**src/rtl/switch_debouncer_if.sv**
```systemverilog
// switch_debouncer_if: raw switch pin and debounced level/edge outputs
interface switch_debouncer_if;
    logic i_Switch;
    logic o_Debounced;
    logic o_Rise;
    logic o_Fall;

    modport master (output i_Switch, input o_Debounced, o_Rise, o_Fall);
    modport slave (input i_Switch, output o_Debounced, o_Rise, o_Fall);
endinterface

```
**src/rtl/switch_debouncer.sv**
```systemverilog
// switch_debouncer: synchronised, FSM-filtered switch level with rise/fall pulses; SWITCH_DEBOUNCER_REPEAT_EN adds auto-repeat on o_Rise
module switch_debouncer #(
    parameter int unsigned DEBOUNCE_LIMIT = 250000,
    parameter int unsigned SYNC_STAGES    = 2,
    parameter logic        INIT_LEVEL     = 1'b0,
    parameter int unsigned REPEAT_DELAY   = 12500000,
    parameter int unsigned REPEAT_PERIOD  = 2500000
) (
    input logic               i_Clk,
    input logic               i_Reset,
    switch_debouncer_if.slave sw
);
    localparam int CW = $clog2(DEBOUNCE_LIMIT + 1);
    localparam logic [CW-1:0] LAST = CW'(DEBOUNCE_LIMIT - 1);
    localparam bit INSTANT = DEBOUNCE_LIMIT == 1;

    typedef enum logic [1:0] {STABLE_LOW, PEND_HIGH, STABLE_HIGH, PEND_LOW} state_t;
    localparam state_t INIT_STATE = INIT_LEVEL ? STABLE_HIGH : STABLE_LOW;

    state_t                 state_q, state_d;
    logic [SYNC_STAGES-1:0] sync_q;
    logic [CW-1:0]          cnt_q, cnt_d;
    logic                   deb_q, deb_d, rise_q, rise_d, fall_q, fall_d;
    logic                   s, rep_hit;

    assign s              = sync_q[SYNC_STAGES-1];
    assign sw.o_Debounced = deb_q;
    assign sw.o_Rise      = rise_q;
    assign sw.o_Fall      = fall_q;

    // bring the asynchronous pin into the clock domain
    always_ff @(posedge i_Clk or posedge i_Reset)
        if (i_Reset) sync_q <= {SYNC_STAGES{INIT_LEVEL}};
        else         sync_q <= {sync_q[SYNC_STAGES-2:0], sw.i_Switch};

    // FSM state, stability counter and registered outputs
    always_ff @(posedge i_Clk or posedge i_Reset)
        if (i_Reset) begin
            state_q <= INIT_STATE;
            cnt_q   <= '0;
            deb_q   <= INIT_LEVEL;
            rise_q  <= 1'b0;
            fall_q  <= 1'b0;
        end else begin
            state_q <= state_d;
            cnt_q   <= cnt_d;
            deb_q   <= deb_d;
            rise_q  <= rise_d;
            fall_q  <= fall_d;
        end

    // a new level is accepted only after LIMIT consecutive mismatching samples
    always_comb begin
        state_d = state_q;
        cnt_d   = cnt_q;
        case (state_q)
            STABLE_LOW: if (s) begin
                state_d = INSTANT ? STABLE_HIGH : PEND_HIGH;
                cnt_d   = INSTANT ? '0 : CW'(1);
            end
            PEND_HIGH: begin
                state_d = !s ? STABLE_LOW : (cnt_q == LAST ? STABLE_HIGH : PEND_HIGH);
                cnt_d   = (!s || cnt_q == LAST) ? '0 : cnt_q + CW'(1);
            end
            STABLE_HIGH: if (!s) begin
                state_d = INSTANT ? STABLE_LOW : PEND_LOW;
                cnt_d   = INSTANT ? '0 : CW'(1);
            end
            PEND_LOW: begin
                state_d = s ? STABLE_HIGH : (cnt_q == LAST ? STABLE_LOW : PEND_LOW);
                cnt_d   = (s || cnt_q == LAST) ? '0 : cnt_q + CW'(1);
            end
        endcase
    end

    // level follows the accepting states; pulses mark the edge on which it changes
    always_comb begin
        deb_d  = state_d == STABLE_HIGH || state_d == PEND_LOW;
        rise_d = (deb_d & ~deb_q) | rep_hit;
        fall_d = ~deb_d & deb_q;
    end

`ifdef SWITCH_DEBOUNCER_REPEAT_EN
    localparam int RW = $clog2(REPEAT_DELAY + REPEAT_PERIOD + 1);
    localparam logic [RW-1:0] FIRST = RW'(REPEAT_DELAY);
    localparam logic [RW-1:0] AGAIN = RW'(REPEAT_DELAY + REPEAT_PERIOD);

    logic [RW-1:0] rep_q, rep_d, rep_nxt;
    logic          held;

    assign held    = deb_q & deb_d;
    assign rep_nxt = rep_q + RW'(1);

    // edges since the accepted rise, folded back to DELAY after each period so it stays bounded
    always_comb begin
        rep_hit = held && (rep_nxt == FIRST || rep_nxt == AGAIN);
        rep_d   = !held ? '0 : (rep_nxt == AGAIN ? FIRST : rep_nxt);
    end

    // repeat counter register, cleared whenever the level is low or falling
    always_ff @(posedge i_Clk or posedge i_Reset)
        if (i_Reset) rep_q <= '0;
        else         rep_q <= rep_d;
`else
    logic unused_rep;

    assign rep_hit    = 1'b0;
    assign unused_rep = ^{REPEAT_DELAY, REPEAT_PERIOD};
`endif
endmodule

```
**src/flat_wrapper.sv**
```systemverilog
// flat-port wrapper written by rule: the top's interface ports become plain ports
module switch_debouncer_flat 
#(
    parameter int unsigned DEBOUNCE_LIMIT = 250000,
    parameter int unsigned SYNC_STAGES    = 2,
    parameter logic        INIT_LEVEL     = 1'b0,
    parameter int unsigned REPEAT_DELAY   = 12500000,
    parameter int unsigned REPEAT_PERIOD  = 2500000
)
  (i_Clk, i_Reset, sw_i_Switch, sw_o_Debounced, sw_o_Rise, sw_o_Fall);
  switch_debouncer_if sw_i ();
  input logic i_Clk;
  input logic i_Reset;
  input wire logic [$bits(sw_i.i_Switch)-1:0] sw_i_Switch;
  output wire logic [$bits(sw_i.o_Debounced)-1:0] sw_o_Debounced;
  output wire logic [$bits(sw_i.o_Rise)-1:0] sw_o_Rise;
  output wire logic [$bits(sw_i.o_Fall)-1:0] sw_o_Fall;
  assign sw_i.i_Switch = sw_i_Switch;
  assign sw_o_Debounced = sw_i.o_Debounced;
  assign sw_o_Rise = sw_i.o_Rise;
  assign sw_o_Fall = sw_i.o_Fall;
  switch_debouncer #(.DEBOUNCE_LIMIT(DEBOUNCE_LIMIT), .SYNC_STAGES(SYNC_STAGES), .INIT_LEVEL(INIT_LEVEL), .REPEAT_DELAY(REPEAT_DELAY), .REPEAT_PERIOD(REPEAT_PERIOD)) u_core (.i_Clk(i_Clk), .i_Reset(i_Reset), .sw(sw_i));
endmodule
```
**config.mk**
```make
export PLATFORM = sky130hd
export DESIGN_NAME = switch_debouncer_flat
export DESIGN_NICKNAME = d
export VERILOG_FILES = /design/src/rtl/switch_debouncer_if.sv /design/src/rtl/switch_debouncer.sv /design/src/flat_wrapper.sv
export SDC_FILE = /design/constraint.sdc
export NUM_CORES = 1
export LEC_CHECK = 0
export CAP_MARGIN = 20
export CORE_MARGIN = 8
export CORE_UTILIZATION = 55
export CTS_BUF_LIST = sky130_fd_sc_hd__clkbuf_8
export DETAILED_ROUTE_END_ITERATION = 12
export PLACE_DENSITY = 0.76
export SYNTH_ARGS = -nofsm -noshare
export SYNTH_HDL_FRONTEND = slang
export SYNTH_SLANG_ARGS = --single-unit
```
**constraint.sdc**
```tcl
create_clock -name i_Clk -period 1.91 [get_ports i_Clk]
set_input_delay 0.2865 -clock i_Clk [delete_from_list [all_inputs] [get_ports i_Clk]]
set_output_delay 0.2865 -clock i_Clk [all_outputs]
set_load 0.02 [all_outputs]
```
Word level (Yosys, flattened, before mapping)

Index checks and enable logic that the tools add are counted.

Add/sub/neg operators: 1
Eq/ne operators: 8
Multiplexer cells: 12
Bitwise operators: 4
Reduce and logical (&&, ||, !) cells: 6

Operators by type and width:

| operator              | count |
|---|---|
| $mux 18               | 4 |
| $pmux 18 s4           | 1 |
| $add 18x1->18 const B | 1 |
| $eq 18x18->1 const B  | 1 |
| $mux 2                | 6 |
| $eq 2x2->1 const B    | 4 |
| $pmux 2 s4            | 1 |
| $logic_or 1x1->1      | 3 |
| $and 1x1->1           | 2 |
| $eq 2x1->1 const B    | 1 |
| $logic_not 2->1       | 1 |
| $ne 2x1->1 const B    | 1 |
| $ne 2x2->1 const B    | 1 |
| $not 1->1             | 2 |
| $reduce_and 2->1      | 1 |
| $logic_not 1->1       | 1 |

Flip-flop bits (word level): 25
Input port bits: 3
Output and inout port bits: 3

Depth between registers and ports, before layout

Depth after elaboration: 8
Depth in mapped cells: 8
Gate-level depth less buffers: 6

Worst setup path after synthesis

OpenSTA, ideal clock, no wires.

Path type: register to register
Start point: reg u_core.cnt_q[8]
End point: reg u_core.cnt_q[10]
Arrival time: 1.877 ns
Data required time: 1.784 ns
Path slack: -0.093 ns
Cell stages (with the launch flop): 7
Path through: dfrtp_1 > or4b_4 > nor4_4 > a21oi_2 > buf_6 > and3_1 > a221o_1

Word-level cells in the longest chain between the ends: 4
Elaborated cells on any way between the ends: 7

Ends and longest elaborated chain:

| element                                               | line                   | RTL |
|---|---|---|
| start: declaration                                    | switch_debouncer.sv:22 | `logic [CW-1:0] cnt_q, cnt_d;` |
| start signal: assignment                              | switch_debouncer.sv:46 | `cnt_q <= cnt_d;` |
| branches (longest 3 deep; another with $add 18x1->18) | n/a                    |  |
| $pmux 18 s4 (*)                                       | switch_debouncer.sv:56 | `case (state_q)` |

Every way passes the cells marked *.
A chain may end at the register's enable or synchronous reset.

Worst setup path in the final report

Start point: reg u_core.cnt_q[11]
End point: reg u_core.cnt_q[16]

The elaborated chain is that of the path after synthesis.

==> flow_summary.yaml <==
status:
  status: "finished with violations"
  violations: "setup timing"
power_and_ir_drop:
  ir_drop_v: 0.000694
  total_power_w: 0.000948
  power.density_mw_per_mm2: 577
  leakagePower_nw: 0.762
layout:
  seq_area_sq_um: 626
  n_fill_cell: 166
  drive_above_1_share: 0.255
  utilization: 0.736
  final_common_cell: "dfrtp_1"
  design_area_sq_mm: 0.00164
  nNetsFinal: 170
  num_antenna_cells: 0
  final_cell_mix: "25 x dfrtp_1, 21 x nand2_1, 21 x buf_4, 12 x nand3_1, 11 x nor2_1"
  area_growth_pct: 25.9
  layout.cells.non_filler: 193
  multi_input_area_sq_um: 699
timing:
  hold_violations: 0
  fin_crit_sh: 1.10
  max_freq_mhz: 475
  tightest_slew_ps: 1020
  setup_viol: 16
  timing.final.ws_setup_ps: -194
  rsz0062_at_grt: "true"
  finalClockSkew_ps: 5.60
  layout_min_cycle_time_ps: 2100
  maxSlewViolCount: 0
  maxSlewHeadroom: 0.320
detailed_routing:
  wl_per_cell_um: 16.2
  drc: 0
  vias: 1185
  drt_iter0_markers: 54
  viasPerCell: 6.14
  wl_mm: 3.14
  ant_nets: 0
  first_pass_iters: 4
grt:
  grtUsageTotal: 0.155
  grt_remaining_overflow: 0
  grt_pass1_vias: 1159
  antenna_found_initial: 0
  grt_pass1_wl_mm: 5.22
  grt_max_degree: 26
synth:
  avgSynthCellArea_sq_um: 9.47
  yosys-mux-area-fraction: 0.0239
  synth-simple-area-share: 0.315
  synth_area_sq_mm: 0.00131
  ys_warn_count: 0
  synth_compound_area_frac: 0.115
  ys_ff_latch: 25
  ys_seq_area_frac: 0.479
  netlist-cell-type-count: 36
  syn_inst: 138
  synth_top_family_by_area: "simple AND/OR/NAND/NOR gates"
  syn_nets: 142
  yosys.area_share.adder: 0.00958
  synth_xor_area_frac: 0.0134
floorplanning:
  io_pins: 6
  dieArea_sq_mm: 0.00419
  die-height_um: 64.7
  num_rows: 17
  fp.coreArea_sq_mm: 0.00223
  die_x_um: 64.7
  start_util: 0.585
clock_tree:
  cts_sinks: 25
  htree_levels: 1
  clockBufferDepth: 2
  cts_buffers: 3
  cts_root_buffer: "clkbuf_8"
  ctsHoldBuffers: 0
  path_clk_slew_ps: 90
  cts_tree: "built"
  clk_latency_ps: 280
critical_path:
  end_kind: "flop"
  critPathBufInv: 0
  slowest_delay_ps: 560
  critPathKind: "reg -> reg"
  crit_family: "simple AND/OR/NAND/NOR gates"
  cp_max_fo: 7
  arrival_ps: 2260
  path_cells: "or4b_4 > nor4_4 > a21oi_4 > and3_1 > a221o_1"
  worstPathRequired_ps: 2070
  worst_setup_path_start_kind: "flop"
  crit_slowest_cell: "or4b_4"
placement:
  dp.cells: 187
  dp_hpwl_mm: 2.12
  routabilityCongestion: 0.927
  io_buffer_count: 5
  pre_cts_ws_ps: -125
  place_area_sq_mm: 0.00152
job:
  maxCapViolations: 0
min_path:
  min_path_type: "in -> async"
-- registers in the layout (all words and copies together), names as in the netlist --
signal / cells
u_core.cnt_q: 18
u_core.state_q: 2
u_core.sync_q: 2
u_core.sw.o_Fall: 1
u_core.sw.o_Rise: 1
u_core.sw.o_Debounced: 1
-- power by group --
group | internal (W) | switching (W)
clock network | 0.000153 | 0.000181
registers | 0.000537 | 0.00000764
logic | 0.0000267 | 0.0000424
total | 0.000717 | 0.000231
-- cell type report --
type	instances	share of cell area
flip-flops and latches	25	0.381
well taps	28	0.0213
clock buffers	3	0.0251
clock inverters	1	0.00533
inverters	7	0.0160
repair buffers	26	0.126
multi-input cells	103	0.425
-- path summary, 6_finish.rpt --
path	from	endpoint	slack [ps]	cells after the start
min reg2reg	u_core.sync_q[0]$_DFF_PP0_	u_core.sync_q[1]$_DFF_PP0_	370	0
max in group asynchronous	i_Reset	u_core.cnt_q[12]$_DFFE_PP0P_	1310	3
min	i_Reset	u_core.sync_q[0]$_DFF_PP0_	360	3
min in group i_Clk	u_core.sync_q[0]$_DFF_PP0_	u_core.sync_q[1]$_DFF_PP0_	370	0
max reg2reg	u_core.cnt_q[11]$_DFFE_PP0P_	u_core.cnt_q[16]$_DFFE_PP0P_	-190	5
max	u_core.cnt_q[11]$_DFFE_PP0P_	u_core.cnt_q[16]$_DFFE_PP0P_	-190	5
-- stage by stage --
step | hold WS, ps | TNS (ps)
6_report | 355 | -2080
5_1_grt | 381 | -3240
4_1_cts | 368 | -1250
3_5_place_dp | 344 | -965
3_3_place_gp | 345 | -204
2_1_floorplan | 314 | -269
-- tightest hold or removal path, cell delays in order --
cell,delay (ps)
clkdlybuf4s50_1,390
inv_1,60
buf_4,300
-- cells by family (layout without fill, tap and decap cells) --
kind of cell | count (synthesis) | in the layout
simple gates | 75 | 75
flops | 25 | 25
compound gates | 21 | 22
buf+inv | 11 | 37
mux | 3 | 3
xor+xnor | 2 | 2
fa+ha+maj | 1 | 1
-- routing by layer --
metal	global-route usage	vias up	wire length, um
met2	0.284	25	1620
met5	0	-	0
met1	0.175	589	1350
li1	-	563	-
met3	0.0412	8	112
met4	0.0327	0	57
-- cells in the mapped netlist --
library cell	count	area, sq um
dfrtp_1	25	626
nand2_1	21	78.8
nand3_1	12	60.1
nor2_1	11	41.3
inv_1	7	26.3
a221o_1	5	50.1
and3_1	5	31.3
a31oi_1	4	25.0
nand4_1	4	25.0
nor3_1	4	20.0
o21ai_0	4	20.0
or3_1	4	25.0
a21oi_1	3	15.0
and2_1	2	12.5
buf_6	2	22.5
mux2i_1	2	20.0
o211ai_1	2	15.0
or2_2	2	12.5
or4b_2	2	20.0
a21oi_2	1	8.76
a22o_1	1	8.76
a22oi_1	1	7.51
and4_1	1	8.76
clkbuf_1	1	3.75
clkbuf_2	1	5.00
ha_1	1	12.5
mux2_2	1	11.3
nand3b_1	1	7.51
nor3_2	1	10.0
nor4_1	1	6.26
nor4_4	1	21.3
or4_1	1	7.51
or4b_1	1	10.0
or4b_4	1	13.8
xnor2_1	1	8.76
xor2_1	1	8.76
-- repair_timing --
| item | in CTS | in global routing |
|---|---|---|
| cloned | 0 | 1 |
| resized for setup | 4 | 6 |
| pin swaps | 3 | 12 |
| endpoints found under the setup margin | 18 | 20 |
| endpoints found under the hold margin | 0 | 0 |
| buffers inserted | 0 | 2 |
No activity file was read; power rests on OpenSTA's default activity.
